File: src/rtl/iobus_event_fifo.sv
// ---------------------------------------------------------------------------
// iobus_event_fifo
//
// Memory-mapped IOBUS responder that queues input event codes (for example
// debounced button presses) for the OTTER CPU. Event sources push codes. The
// CPU reads the head of the queue through the wrapper's IOBUS read mux and
// pops it by writing to the DATA address.
//
// Register map:
//   BASE_AD     DATA   read : {valid, zeros, head_code}; the whole word is 0 when empty
//                      write: pop the head (the write data is ignored)
//   BASE_AD+4   STATUS read : {ovf[31], full[30], empty[29], zeros, count[7:0]}
//                      write: bit0 = clear ovf, bit1 = flush the queue
//
// Ports:
//   CLK            system clock; all state changes on the rising edge
//   RST_N          asynchronous, active-low reset
//   EVT_VALID      push request, one event per cycle while high
//   EVT_CODE       event code, sampled when EVT_VALID=1
//   IOBUS_ADDR     CPU IOBUS address
//   IOBUS_OUT      CPU IOBUS write data
//   IOBUS_WR       CPU IOBUS write strobe
//   IOBUS_RD_DATA  combinational read data for the wrapper input mux
//   IOBUS_HIT      high when IOBUS_ADDR selects DATA or STATUS
//   INTR           one-cycle pulse after the queue goes from empty to non-empty
//
// Event handshake: EVT_VALID has no ready. Each cycle EVT_VALID is high offers
// exactly one event. The event is accepted when the queue has room, or when a
// pop happens on the same edge. An event offered while the queue stays full is
// dropped and sets the sticky ovf bit. A flush on the same edge discards the
// event and leaves ovf unchanged.
// ---------------------------------------------------------------------------
module iobus_event_fifo #(
  parameter int          DEPTH   = 8,
  parameter int          CODE_W  = 4,
  parameter logic [31:0] BASE_AD = 32'h1100_0080
) (
  input  logic              CLK,
  input  logic              RST_N,
  input  logic              EVT_VALID,
  input  logic [CODE_W-1:0] EVT_CODE,
  input  logic [31:0]       IOBUS_ADDR,
  input  logic [31:0]       IOBUS_OUT,
  input  logic              IOBUS_WR,
  output logic [31:0]       IOBUS_RD_DATA,
  output logic              IOBUS_HIT,
  output logic              INTR
);

  localparam int          PTR_W   = $clog2(DEPTH);
  localparam int          CNT_W   = PTR_W + 1;
  localparam logic [31:0] STAT_AD = BASE_AD + 32'd4;

  // -------------------------------------------------------------------------
  // State
  // -------------------------------------------------------------------------
  logic [PTR_W-1:0]  wr_ptr_q, wr_ptr_d;
  logic [PTR_W-1:0]  rd_ptr_q, rd_ptr_d;
  logic [CNT_W-1:0]  count_q,  count_d;
  logic              ovf_q,    ovf_d;
  logic              intr_q,   intr_d;
  logic [CODE_W-1:0] mem_q [DEPTH];
  logic [CODE_W-1:0] mem_d [DEPTH];

  // -------------------------------------------------------------------------
  // Address decode and request qualification
  // -------------------------------------------------------------------------
  logic hit_data, hit_stat;
  logic wr_data, wr_stat;
  logic flush, ovf_clr;
  logic empty, full;
  logic pop_ok, push_ok, ovf_set;

  // Only the two low bits of a STATUS write carry meaning.
  logic unused_iobus_out;
  assign unused_iobus_out = ^IOBUS_OUT[31:2];

  always_comb begin
    hit_data = (IOBUS_ADDR == BASE_AD);
    hit_stat = (IOBUS_ADDR == STAT_AD);
    wr_data  = IOBUS_WR && hit_data;
    wr_stat  = IOBUS_WR && hit_stat;
    flush    = wr_stat && IOBUS_OUT[1];
    ovf_clr  = wr_stat && IOBUS_OUT[0];

    empty    = (count_q == '0);
    full     = (count_q == CNT_W'(DEPTH));

    // A pop on an empty queue does nothing. A flush and a pop can never
    // coincide because they decode to different addresses.
    pop_ok   = wr_data && !empty;

    // A full queue still accepts an event when the head leaves on the same
    // edge. A flush discards any event offered alongside it.
    push_ok  = EVT_VALID && !flush && (!full || pop_ok);

    // A drop sets ovf. The flush case is excluded because that event is
    // discarded rather than overflowed.
    ovf_set  = EVT_VALID && !flush && full && !pop_ok;
  end

  // -------------------------------------------------------------------------
  // Next-state logic
  // -------------------------------------------------------------------------
  always_comb begin
    wr_ptr_d = wr_ptr_q;
    rd_ptr_d = rd_ptr_q;
    count_d  = count_q;
    ovf_d    = ovf_q;
    intr_d   = 1'b0;

    if (push_ok) begin
      wr_ptr_d = wr_ptr_q + PTR_W'(1);
    end

    if (flush) begin
      rd_ptr_d = wr_ptr_q;
      count_d  = '0;
    end else begin
      if (pop_ok) begin
        rd_ptr_d = rd_ptr_q + PTR_W'(1);
      end
      count_d = count_q + CNT_W'(push_ok) - CNT_W'(pop_ok);
    end

    // When the same edge both sets and clears ovf, the set wins so that a
    // drop is never hidden.
    if (ovf_set) begin
      ovf_d = 1'b1;
    end else if (ovf_clr) begin
      ovf_d = 1'b0;
    end

    // Pulse only on the empty to non-empty transition.
    intr_d = empty && (count_d != '0);
  end

  always_comb begin
    for (int i = 0; i < DEPTH; i++) begin
      mem_d[i] = mem_q[i];
    end
    if (push_ok) begin
      mem_d[wr_ptr_q] = EVT_CODE;
    end
  end

  // -------------------------------------------------------------------------
  // Registers
  // -------------------------------------------------------------------------
  always_ff @(posedge CLK or negedge RST_N) begin
    if (!RST_N) begin
      wr_ptr_q <= '0;
      rd_ptr_q <= '0;
      count_q  <= '0;
      ovf_q    <= 1'b0;
      intr_q   <= 1'b0;
    end else begin
      wr_ptr_q <= wr_ptr_d;
      rd_ptr_q <= rd_ptr_d;
      count_q  <= count_d;
      ovf_q    <= ovf_d;
      intr_q   <= intr_d;
    end
  end

  // Storage is not reset. The count and pointers alone decide what is valid.
  always_ff @(posedge CLK) begin
    for (int i = 0; i < DEPTH; i++) begin
      mem_q[i] <= mem_d[i];
    end
  end

  // -------------------------------------------------------------------------
  // Combinational read path (a read has no side effects)
  // -------------------------------------------------------------------------
  logic [31:0] data_word;
  logic [31:0] stat_word;

  always_comb begin
    data_word = '0;
    if (!empty) begin
      data_word[31]         = 1'b1;
      data_word[CODE_W-1:0] = mem_q[rd_ptr_q];
    end

    stat_word       = '0;
    stat_word[31]   = ovf_q;
    stat_word[30]   = full;
    stat_word[29]   = empty;
    stat_word[7:0]  = 8'(count_q);

    IOBUS_HIT     = hit_data || hit_stat;
    IOBUS_RD_DATA = '0;
    if (hit_data) begin
      IOBUS_RD_DATA = data_word;
    end else if (hit_stat) begin
      IOBUS_RD_DATA = stat_word;
    end
  end

  assign INTR = intr_q;

endmodule

File: config.mk
export PLATFORM = sky130hd
export DESIGN_NAME = iobus_event_fifo
export DESIGN_NICKNAME = d
export VERILOG_FILES = /design/src/rtl/iobus_event_fifo.sv
export SDC_FILE = /design/constraint.sdc
export NUM_CORES = 1
export LEC_CHECK = 0
export BUFFER_PORTS_ARGS = -buffer_cell sky130_fd_sc_hd__buf_2
export CORE_MARGIN = 2
export CORE_UTILIZATION = 35
export CTS_BUF_LIST = sky130_fd_sc_hd__clkbuf_4
export DETAILED_ROUTE_END_ITERATION = 8
export RECOVER_POWER = 100
export SKIP_LAST_GASP = 1
export SYNTH_ARGS = -nofsm -noshare
export SYNTH_HDL_FRONTEND = slang
export SYNTH_SLANG_ARGS = --single-unit
File: constraint.sdc
create_clock -name CLK -period 5.3 [get_ports CLK]
set_input_delay 0.795 -clock CLK [delete_from_list [all_inputs] [get_ports CLK]]
set_output_delay 0.795 -clock CLK [all_outputs]
set_load 0.01 [all_outputs]
==> impl_results.rst, run 1 <==
.. list-table::
   :header-rows: 1

   * - Metric
     - Value
   * - Post-Syn Area
     - 0.00248 mm²
   * - Share of the clock period used by the worst path after layout
     - 71.0%
   * - Number of placement rows
     - 30
   * - Post-detailed-route DRC marker count
     - 0
   * - First-pass detailed-route iteration total
     - 4
   * - Max-slew violation count
     - 0
   * - TritonCTS clock tree
     - built
   * - Estimated wirelength of the detail-placed design
     - 3660 µm
   * - Resize count post-CTS
     - 0
   * - Crit-path slowest cell
     - sky130_fd_sc_hd__o211ai_1
   * - Overall routed net length
     - 4570 µm
   * - Detailed-route wire length per cell
     - 13.7 µm
   * - Instance area at placement
     - 0.00271 mm²
   * - Max Root-Sink Buffers
     - 2
   * - Dominant combinational cell family by area after synthesis
     - simple AND/OR/NAND/NOR gates
   * - Register area share after synthesis
     - 50.8%
   * - Dominant synthesized flop cell
     - sky130_fd_sc_hd__edfxtp_1
   * - Initial antenna violation count
     - 0
   * - Most frequent cell on the critical path
     - sky130_fd_sc_hd__ha_1
   * - RSZ-0062 raised after global routing
     - no
   * - Diodes inserted
     - 0
   * - FFs w/ async S/R, synth
     - 27.3%
   * - Area leader, netlist
     - sky130_fd_sc_hd__edfxtp_1
   * - Slew at the pin with the worst max-slew slack
     - 0.944 ns
   * - Type of the worst setup path
     - flop to flop
   * - Critical path required time
     - 5.55 ns
   * - Via count of the first global-routing pass
     - 1496
   * - Cell chain of the critical path
     - inv_1 > ha_1 > or3b_2 > nand2_1 > nor3_1 > o211ai_1 > ha_1 > inv_1 > ha_1 > fa_1 > nor4b_1 > nor3_1
   * - Result of the run
     - completed
   * - Number of DRC markers after the initial detailed-route iteration
     - 40
   * - Filler cell count in the final layout
     - 676
   * - Number of vias after detailed routing
     - 1571
   * - Syn Inst Count
     - 189
   * - Buffer count from post-CTS setup fixing
     - 0
   * - Post-Synth Adder-Cell Area
     - 4.83%
   * - Crit path time final
     - 3.76 ns
   * - Crit path launch type
     - flop
   * - Wire length of the first global-routing pass
     - 6830 µm
   * - Total negative slack for setup checks
     - 0 ns
   * - Endpoint class of the critical path
     - flop
   * - Area added between synthesis and finish
     - 9.06%
   * - Final design area excluding fillers
     - 0.00271 mm²
   * - Proportion of synthesized area in mux cells
     - 9.52%
   * - Highest fanout seen on the critical path
     - 11
   * - IO buf count
     - 50
   * - Power per unit of standard cell area
     - 363 mW/mm²
   * - Largest net degree at the start of global routing
     - 16
   * - Hold WC Path Type
     - primary input to async pin
   * - Post-synthesis average cell area
     - 13.1 µm²
   * - Most frequent cells after synthesis
     - sky130_fd_sc_hd__edfxtp_1, sky130_fd_sc_hd__buf_4, sky130_fd_sc_hd__dfrtp_1
   * - Post-Synth Simple-Gate Area
     - 16.6%
   * - Total of max-cap violations
     - 0
   * - Reg2reg setup slack
     - 1.54 ns
   * - Floorplan Core Area
     - 0.00683 mm²
   * - Most common cell in the synthesized netlist
     - sky130_fd_sc_hd__edfxtp_1
   * - Complex-gate fraction of the synthesized area
     - 5.54%
   * - Worst slew slack as a fraction of its limit
     - 36.2%
   * - Distinct cells, synth
     - 45
   * - Clock buffer count from CTS
     - 5
   * - Clock latency of the later-clocked register in the worst-skew pair
     - 0.35 ns
   * - Yosys warning total
     - 0
   * - LEAKAGE
     - 0.00102 µW
   * - Peak clock frequency supported by timing
     - 266 MHz
   * - Post-layout nets
     - 318
   * - Finish-stage setup viols
     - 0
   * - Ratio of routed vias to standard cells
     - 4.70
   * - R2R Path End
     - INTR
   * - H-tree depth
     - 2
   * - Worst supply voltage drop on vdd
     - 0.144 mV
   * - Layout cell share with drive strength beyond 1
     - 25.6%
   * - Antenna-violating nets left
     - 0
   * - Global route overflow
     - 0
   * - Aggregate global-route resource usage
     - 11.8%
   * - Clock transition at the registers of the reported paths
     - 0.13 ns
   * - Area of the die
     - 0.00779 mm²
   * - CTS sink count
     - 44
   * - Proportion of netlist area held by the largest area contributor
     - 38.7%
   * - Top cells by area in the synthesized netlist
     - sky130_fd_sc_hd__edfxtp_1, sky130_fd_sc_hd__dfrtp_1, sky130_fd_sc_hd__buf_4, sky130_fd_sc_hd__mux4_2, sky130_fd_sc_hd__ha_1
   * - Endpoint arrival time on the critical path
     - 4.01 ns
   * - Final-report hold violation count
     - 0
   * - Library cell used as clock root buffer
     - sky130_fd_sc_hd__clkbuf_4
   * - CTS hold repair buffers
     - 0
   * - Cell family contributing the most delay on the critical path
     - adder cells
   * - Y dimension of the die
     - 88.3 µm
   * - Placer's final routability congestion estimate
     - 0.792
   * - Buffers plus inverters on the worst setup path
     - 2
   * - Worst flop-to-flop path startpoint
     - count_q[2]
   * - Crit-path max cell delay
     - 0.76 ns
   * - Number of cell instances on the worst register-to-register path
     - 12
   * - Starting utilization of the core area
     - 36.4%
   * - Number of top-level pins
     - 106
   * - Number of enable flip-flop cells after synthesis
     - 32
   * - FF+latch count, synth
     - 44
   * - Die width
     - 88.3 µm
   * - Fin Clk Skew
     - 0.00965 ns
   * - Post-synthesis xor/xnor area fraction
     - 1.41%
   * - Crit path launch
     - count_q[2]
   * - WHS
     - 0.420 ns
worst register-to-register path: stages, from the launching register on:
cell                       delay [ns]
sky130_fd_sc_hd__dfrtp_1         0.41
sky130_fd_sc_hd__inv_1           0.11
sky130_fd_sc_hd__ha_1            0.18
sky130_fd_sc_hd__or3b_2          0.50
sky130_fd_sc_hd__nand2_1         0.13
sky130_fd_sc_hd__nor3_1          0.10
sky130_fd_sc_hd__o211ai_1        0.76
sky130_fd_sc_hd__ha_1            0.37
sky130_fd_sc_hd__inv_1           0.06
sky130_fd_sc_hd__ha_1            0.18
sky130_fd_sc_hd__fa_1            0.45
sky130_fd_sc_hd__nor4b_1         0.33
sky130_fd_sc_hd__nor3_1          0.09
worst max-delay path by stage:
stage / endpoint / cells after the start / slack (ns)
after global placement: INTR / 12 / 1.41
after detailed placement: INTR / 12 / 1.40
after global routing: INTR / 14 / 1.19
after floorplan: INTR / 12 / 2.09
after CTS: INTR / 12 / 1.65
final: INTR / 12 / 1.54
cells in the final DEF, fill, tap and decap left out, types with 2 or more instances in the layout:
| cell type | count |
|---|---|
| sky130_fd_sc_hd__nor2_1 | 9 |
| sky130_fd_sc_hd__nor2b_1 | 4 |
| sky130_fd_sc_hd__clkbuf_4 | 5 |
| sky130_fd_sc_hd__xnor2_1 | 3 |
| sky130_fd_sc_hd__a22oi_1 | 6 |
| sky130_fd_sc_hd__buf_2 | 38 |
| sky130_fd_sc_hd__nor4_1 | 11 |
| sky130_fd_sc_hd__clkbuf_1 | 12 |
| sky130_fd_sc_hd__dfrtp_1 | 12 |
| sky130_fd_sc_hd__inv_1 | 9 |
| sky130_fd_sc_hd__nor3_1 | 5 |
| sky130_fd_sc_hd__mux4_2 | 8 |
| sky130_fd_sc_hd__edfxtp_1 | 32 |
| sky130_fd_sc_hd__mux2_1 | 2 |
| sky130_fd_sc_hd__a21oi_1 | 4 |
| sky130_fd_sc_hd__nand4_1 | 5 |
| sky130_fd_sc_hd__conb_1 | 25 |
| sky130_fd_sc_hd__ha_1 | 8 |
| sky130_fd_sc_hd__mux2_2 | 3 |
| sky130_fd_sc_hd__nor4b_1 | 8 |
| sky130_fd_sc_hd__nand2_1 | 5 |
cell type report:
class                      count  area (µm²)  area share [%]
clock buffer                   5        37.5            1.39
clock inverter                 3        46.3            1.71
inverter                      10        38.8            1.43
multi-input combinational    126         971            35.8
sequential                    44        1260            46.5
tap                           96         120            4.43
timing repair buffer          50         235            8.68
per-layer routing:
layer	vias up	share of wire, %	wire, µm	global-route usage (%)
met2	60	52	2380	23.2
li1	766	-	-	-
met1	740	41	1870	12.4
met4	0	1.3	59	4.13
met5	-	0	0	0
met3	5	5.7	258	2.24
power breakdown:
group	total, µW	internal (µW)	switching [µW]
Clock	212	101	111
Sequential	497	444	53.2
Combinational	273	129	144
state kept, by name, indices dropped and copies added, names as in the netlist:
name / count
INTR: 1
mem_q: 32
wr_ptr_q: 3
rd_ptr_q: 3
count_q: 4
ovf_q: 1
metrics by stage:
stage / power (µW) / setup WS (ns) / util, % / std cells
2_1_floorplan: 746 / 2.09 / - / 213
3_3_place_gp: 808 / 1.41 / 39.7 / 326
3_5_place_dp: 813 / 1.40 / 39.7 / 326
4_1_cts: 1020 / 1.65 / 40.9 / 334
5_1_grt: 1050 / 1.19 / 39.7 / 334
6_report: 982 / 1.54 / 39.7 / 334
cell families (layout without fill, tap and decap cells):
group                    count (synthesis)  in the layout
AND/OR/NAND/NOR                         57             57
multiplexers                            13             13
other                                    1             25
AO/OA/AOI/OAI                           18             18
XOR/XNOR                                 4              4
buffers and inverters                   43             68
flip-flops                              44             44
adder cells (fa/ha/maj)                  9              9
Power figures use the tool's default switching activity.
==> inputs of run 2 (changes only) <==
clock period = 3.3 ns   (was 5.3 ns; I/O delays follow)
==> run 2 against run 1 <==
- sequential cell count unchanged
- critical path depth up 1
- via count up 4.4%
- count of clock-buffer cells in the layout unchanged
- worst hold slack improved by 0.015 ns
- total power up 63%
- final area is 2.4% higher
- register-to-register slack worse by 1.3 ns
- critical path type unchanged
- largest power group unchanged
- highest routed layer unchanged
==> impl_results.rst, run 2 (same netlist as run 1, synthesis figures left out) <==
.. list-table::
   :header-rows: 1

   * - Metric
     - Value
   * - Y dimension of the die
     - 88.3 µm
   * - Filler cell count in the final layout
     - 674
   * - Number of vias after detailed routing
     - 1640
   * - Post-placement cell count
     - 331
   * - Fin Clk Skew
     - 0.0147 ns
   * - Post-detailed-route DRC marker count
     - 0
   * - Crit path time final
     - 3.10 ns
   * - Area of the die
     - 0.00779 mm²
   * - Worst slew slack as a fraction of its limit
     - 35.5%
   * - Clock buffer count from CTS
     - 5
   * - Finish-stage setup viols
     - 0
   * - Estimated wirelength of the detail-placed design
     - 3710 µm
   * - RSZ-0062 raised after global routing
     - no
   * - Max Root-Sink Buffers
     - 2
   * - Crit path launch type
     - flop
   * - Global route overflow
     - 0
   * - Total negative slack for setup checks
     - 0 ns
   * - Cell chain of the critical path
     - inv_1 > ha_1 > or3b_2 > nand2_1 > nor3_2 > clkbuf_4 > ha_1 > inv_1 > ha_1 > fa_1 > xnor2_1 > nor4b_1 > nor3_1
   * - Total of max-cap violations
     - 0
   * - Buffer count from post-CTS setup fixing
     - 0
   * - Hold WC Path Type
     - primary input to flop
   * - Floorplan Core Area
     - 0.00683 mm²
   * - Overall routed net length
     - 4750 µm
   * - Number of placement rows
     - 30
   * - Starting utilization of the core area
     - 36.4%
   * - Critical path required time
     - 3.56 ns
   * - Clock latency of the later-clocked register in the worst-skew pair
     - 0.36 ns
   * - Aggregate global-route resource usage
     - 12.2%
   * - Post-layout nets
     - 324
   * - Max-slew violation count
     - 0
   * - H-tree depth
     - 2
   * - Most common cell after layout, fill and taps aside
     - sky130_fd_sc_hd__buf_2
   * - Largest net degree at the start of global routing
     - 16
   * - Library cell used as clock root buffer
     - sky130_fd_sc_hd__clkbuf_4
   * - Ratio of routed vias to standard cells
     - 4.82
   * - First-pass detailed-route iteration total
     - 4
   * - Endpoint class of the critical path
     - flop
   * - Most flop-heavy register
     - mem_q
   * - Share of the clock period used by the worst path after layout
     - 93.9%
   * - Result of the run
     - completed
   * - CTS hold repair buffers
     - 1
   * - Placer's final routability congestion estimate
     - 0.785
   * - Initial antenna violation count
     - 0
   * - Crit-path slowest cell
     - sky130_fd_sc_hd__or3b_2
   * - Number of top-level pins
     - 106
   * - Area added between synthesis and finish
     - 11.6%
   * - Final core utilization
     - 40.6%
   * - Die width
     - 88.3 µm
   * - TritonCTS clock tree
     - built
   * - Post-place setup slack
     - 0.133 ns
   * - Post-layout instance count excluding filler cells
     - 340
   * - Most frequent cell on the critical path
     - sky130_fd_sc_hd__ha_1
   * - Type of the worst setup path
     - flop to flop
   * - Number of DRC markers after the initial detailed-route iteration
     - 47
   * - Crit-path max cell delay
     - 0.50 ns
   * - Endpoint arrival time on the critical path
     - 3.36 ns
   * - Final-report hold violation count
     - 0
   * - WHS
     - 0.435 ns
   * - Power per unit of standard cell area
     - 577 mW/mm²
   * - LEAKAGE
     - 0.00105 µW
   * - Number of flip-flops in the largest register
     - 32
   * - Diodes inserted
     - 0
   * - CTS sink count
     - 44
   * - Resize count post-CTS
     - 0
   * - Detailed-route wire length per cell
     - 14.0 µm
   * - Antenna-violating nets left
     - 0
   * - Peak clock frequency supported by timing
     - 323 MHz
   * - IO buf count
     - 50
   * - Highest fanout seen on the critical path
     - 4
   * - Wire length of the first global-routing pass
     - 7020 µm
   * - Largest registers
     - mem_q: 32 flops, count_q: 4 flops
   * - Final critical-path setup slack
     - 0.202 ns
   * - Clock transition at the registers of the reported paths
     - 0.14 ns
   * - Layout cell share with drive strength beyond 1
     - 28.3%
   * - Via count of the first global-routing pass
     - 1464
   * - Worst supply voltage drop on vdd
     - 0.267 mV
   * - Highest-count cells in the layout ignoring fill and taps
     - sky130_fd_sc_hd__buf_2, sky130_fd_sc_hd__edfxtp_1, sky130_fd_sc_hd__conb_1
   * - Slew at the pin with the worst max-slew slack
     - 0.955 ns
## run 2: cell count changes in the layout (fill, tap and decap cells not counted), sizes merged
cell,delta
dlygate4sd3,+1
buf,+2
clkbuf,+3
## run 2: power breakdown
group / switching (µW) / internal [µW] / total (µW)
combinational: 236 / 216 / 452
clock: 181 / 162 / 343
sequential: 93.8 / 713 / 806
total: 511 / 1090 / 1600
## run 2: metal layers
metal | vias to the layer above | share of wire, % | GRT usage, %
met1 | 788 | 41 | 13.8
met4 | 0 | 1.4 | 4.55
met3 | 5 | 6.0 | 2.24
met2 | 69 | 51 | 22.6
li1 | 778 | - | -
met5 | - | 0 | 0
## run 2: worst paths after layout
check / startpoint / end / slack, ns / depth (start not counted)
hold reg to reg: ovf_q / ovf_q / 0.53 / 1
setup reg to reg: count_q[2] / INTR / 0.20 / 13
max in group asynchronous: RST_N / wr_ptr_q[2] / 2.16 / 2
setup / recovery: count_q[2] / INTR / 0.20 / 13
hold / removal: EVT_VALID / ovf_q / 0.43 / 2
min in group asynchronous: RST_N / count_q[2] / 0.69 / 2
## run 2: worst max-delay path: cells and delay by family (launching register included)
kind	cells	cell delay, ns
flops	1	0.42
buf+inv	3	0.29
xor+xnor	1	0.19
fa+ha+maj	4	1.03
simple gates	5	1.07
## run 2: area by class of cell
| type | instances | area, µm² | share of cell area [%] |
|---|---|---|---|
| flip-flops and latches | 44 | 1260 | 45.5 |
| multi-input cells | 126 | 1000 | 36.0 |
| repair buffers | 56 | 270 | 9.74 |
| well taps | 96 | 120 | 4.33 |
| clock inverters | 3 | 46.3 | 1.67 |
| inverters | 10 | 38.8 | 1.40 |
| clock buffers | 5 | 37.5 | 1.35 |
## run 2: per-stage QoR
step / total power (µW) / cell area, µm²
floorplan: 1200 / 2570
global placement: 1310 / 2750
detailed placement: 1320 / 2750
CTS: 1660 / 2840
global route: 1700 / 2770
finish: 1600 / 2770
==> inputs of run 3 (changes only) <==
CORE_UTILIZATION = 45   (was 35)
PLACE_DENSITY = 0.79   (was unset)
RECOVER_POWER = unset   (was 100)
==> run 3 against run 2 <==
- setup slack better by 0.059 ns
- clock power hardly changed
- sequential share of layout area shrank 0.65 points
- first-iteration DRC count is 79% higher
- utilization increased by 11 points
- global-route usage is 4.3 points higher
- critical path type unchanged
- largest cell class unchanged
==> impl_results.rst, run 3 (same netlist as run 1, synthesis figures left out) <==
.. list-table::
   :header-rows: 1

   * - Metric
     - Value
   * - Multi-input logic area
     - 0.00104 mm²
   * - Fin Clk Skew
     - 0.0180 ns
   * - Share of the clock period used by the worst path after layout
     - 92.1%
   * - Worst slew slack as a fraction of its limit
     - 58.0%
   * - Die width
     - 78.3 µm
   * - H-tree depth
     - 2
   * - Library cell used as clock root buffer
     - sky130_fd_sc_hd__clkbuf_4
   * - Area of the die
     - 0.00613 mm²
   * - Endpoint arrival time on the critical path
     - 3.33 ns
   * - Power per unit of standard cell area
     - 596 mW/mm²
   * - Number of placement rows
     - 27
   * - Crit path time final
     - 3.04 ns
   * - Y dimension of the die
     - 78.3 µm
   * - CTS sink count
     - 44
   * - Total negative slack for setup checks
     - 0 ns
   * - TritonCTS clock tree
     - built
   * - Post-placement cell count
     - 306
   * - Final-report hold violation count
     - 0
   * - Post-detailed-route DRC marker count
     - 0
   * - First-pass detailed-route iteration total
     - 4
   * - Most common cell after layout, fill and taps aside
     - sky130_fd_sc_hd__buf_2
   * - Starting utilization of the core area
     - 46.0%
   * - Number of vias after detailed routing
     - 1663
   * - Number of top-level pins
     - 106
   * - Critical path required time
     - 3.59 ns
   * - Reg2reg setup slack
     - 0.26 ns
   * - Slew at the pin with the worst max-slew slack
     - 0.625 ns
   * - Total of max-cap violations
     - 0
   * - Worst Min Path Start
     - EVT_CODE[0]
   * - Layout cell share with drive strength beyond 1
     - 36.2%
   * - Post-layout nets
     - 323
   * - Highest-count cells in the layout ignoring fill and taps
     - sky130_fd_sc_hd__buf_2, sky130_fd_sc_hd__edfxtp_1, sky130_fd_sc_hd__conb_1
   * - Endpoint class of the critical path
     - flop
   * - IO buf count
     - 50
   * - Number of flip-flops in the largest register
     - 32
   * - Post-layout instance count excluding filler cells
     - 315
   * - Result of the run
     - completed
   * - Number of DRC markers after the initial detailed-route iteration
     - 84
   * - Global route overflow
     - 0
   * - Filler cell count in the final layout
     - 450
   * - Largest net degree at the start of global routing
     - 16
   * - Wire length of the first global-routing pass
     - 7730 µm
   * - Largest registers
     - mem_q: 32 flops, count_q: 4 flops
   * - Most flop-heavy register
     - mem_q
   * - LEAKAGE
     - 0.00113 µW
   * - Storage element area
     - 0.00126 mm²
   * - Detailed-route wire length per cell
     - 15.3 µm
   * - Peak clock frequency supported by timing
     - 329 MHz
   * - WHS Path Cells
     - 1
   * - Clock buffer count from CTS
     - 5
   * - Area added between synthesis and finish
     - 13.2%
   * - Antenna-violating nets left
     - 0
   * - Highest fanout seen on the critical path
     - 4
   * - Max-slew violation count
     - 0
   * - Aggregate global-route resource usage
     - 16.5%
   * - Clock latency of the later-clocked register in the worst-skew pair
     - 0.36 ns
   * - Hold WC Path Type
     - primary input to flop
   * - Number of cell instances on the worst register-to-register path
     - 14
   * - Hold EP
     - mem_q[3][0]
   * - Placer's final routability congestion estimate
     - 0.827
   * - Crit path launch type
     - flop
   * - Initial antenna violation count
     - 0
   * - Overall routed net length
     - 4800 µm
   * - Via count of the first global-routing pass
     - 1665
   * - Max Root-Sink Buffers
     - 2
   * - Clock transition at the registers of the reported paths
     - 0.14 ns
   * - Ratio of routed vias to standard cells
     - 5.28
   * - Floorplan Core Area
     - 0.00541 mm²
   * - Diodes inserted
     - 0
   * - Total power
     - 1680 µW
   * - Worst flop-to-flop path startpoint
     - count_q[2]
   * - WHS
     - 0.398 ns
   * - Type of the worst setup path
     - flop to flop
   * - R2R Path End
     - INTR
   * - Finish-stage setup viols
     - 0
   * - RSZ-0062 raised after global routing
     - no
   * - Estimated wirelength of the detail-placed design
     - 3760 µm
   * - Worst supply voltage drop on vdd
     - 0.295 mV
run 3: cell count changes in the layout (fill, tap and decap cells not counted), sizes merged:
cell,change
clkbuf,-15
buf,+14
clkinv,+2
clkinvlp,-2
run 3: what timing repair did:
action | in CTS | in global routing
hold buffers | 1 | 0
endpoints found under the hold margin | 7 | 0
buffers inserted | 0 | 0
setup endpoints to repair | 0 | 1
resized for setup | 0 | 2
run 3: worst max path at each step:
stage	start	cells past startpoint	endpoint
finish	count_q[2]	14	INTR
CTS	count_q[2]	13	INTR
global route	count_q[2]	14	INTR
floorplan	count_q[2]	13	INTR
detailed placement	IOBUS_ADDR[6]	13	INTR
global placement	IOBUS_ADDR[6]	12	INTR
run 3: cell type report:
cell class | instances | share of cell area [%]
clock buffer | 5 | 1.33
clock inverter | 3 | 1.69
inverter | 10 | 1.51
multi-input combinational | 126 | 37.1
sequential | 44 | 44.8
tap | 72 | 3.20
timing repair buffer | 55 | 10.3
run 3: routing by layer:
layer | vias to the layer above | GRT usage, % | part of all wire (%)
met5 | - | 0 | 0
met4 | 0 | 8.95 | 3.7
met3 | 11 | 2.76 | 6.2
met2 | 71 | 29.6 | 50
met1 | 800 | 18.6 | 40
li1 | 781 | - | -
run 3: where the power goes:
group,leakage (µW),switching [µW],total (µW),internal [µW]
sequential,0.000433,109,821,712
clock,0.0000454,179,341,162
combinational,0.000652,264,514,250
total,0.00113,552,1680,1120
run 3: stage by stage:
stage                     setup slack [ns]  util [%]  instance area, µm²
after detailed placement             0.171      50.1                2710
final                                0.261      52.1                2810
after floorplan                      0.341         -                2570
after CTS                            0.197      51.9                2810
after global placement               0.175      50.1                2710
after global routing                0.0272      52.1                2810
run 3: critical path, cell delays in order (launching register included):
cell and delay, ns:
sky130_fd_sc_hd__dfrtp_1 0.42, sky130_fd_sc_hd__inv_1 0.11, sky130_fd_sc_hd__ha_1 0.19, sky130_fd_sc_hd__or3b_2 0.51, sky130_fd_sc_hd__nand2_2 0.11, sky130_fd_sc_hd__nor3_2 0.06
sky130_fd_sc_hd__o211ai_2 0.20, sky130_fd_sc_hd__ha_1 0.18, sky130_fd_sc_hd__inv_1 0.06, sky130_fd_sc_hd__ha_1 0.27, sky130_fd_sc_hd__a21o_1 0.16, sky130_fd_sc_hd__a21oi_1 0.19
sky130_fd_sc_hd__xor2_1 0.25, sky130_fd_sc_hd__nor4b_2 0.08, sky130_fd_sc_hd__nor3_1 0.17
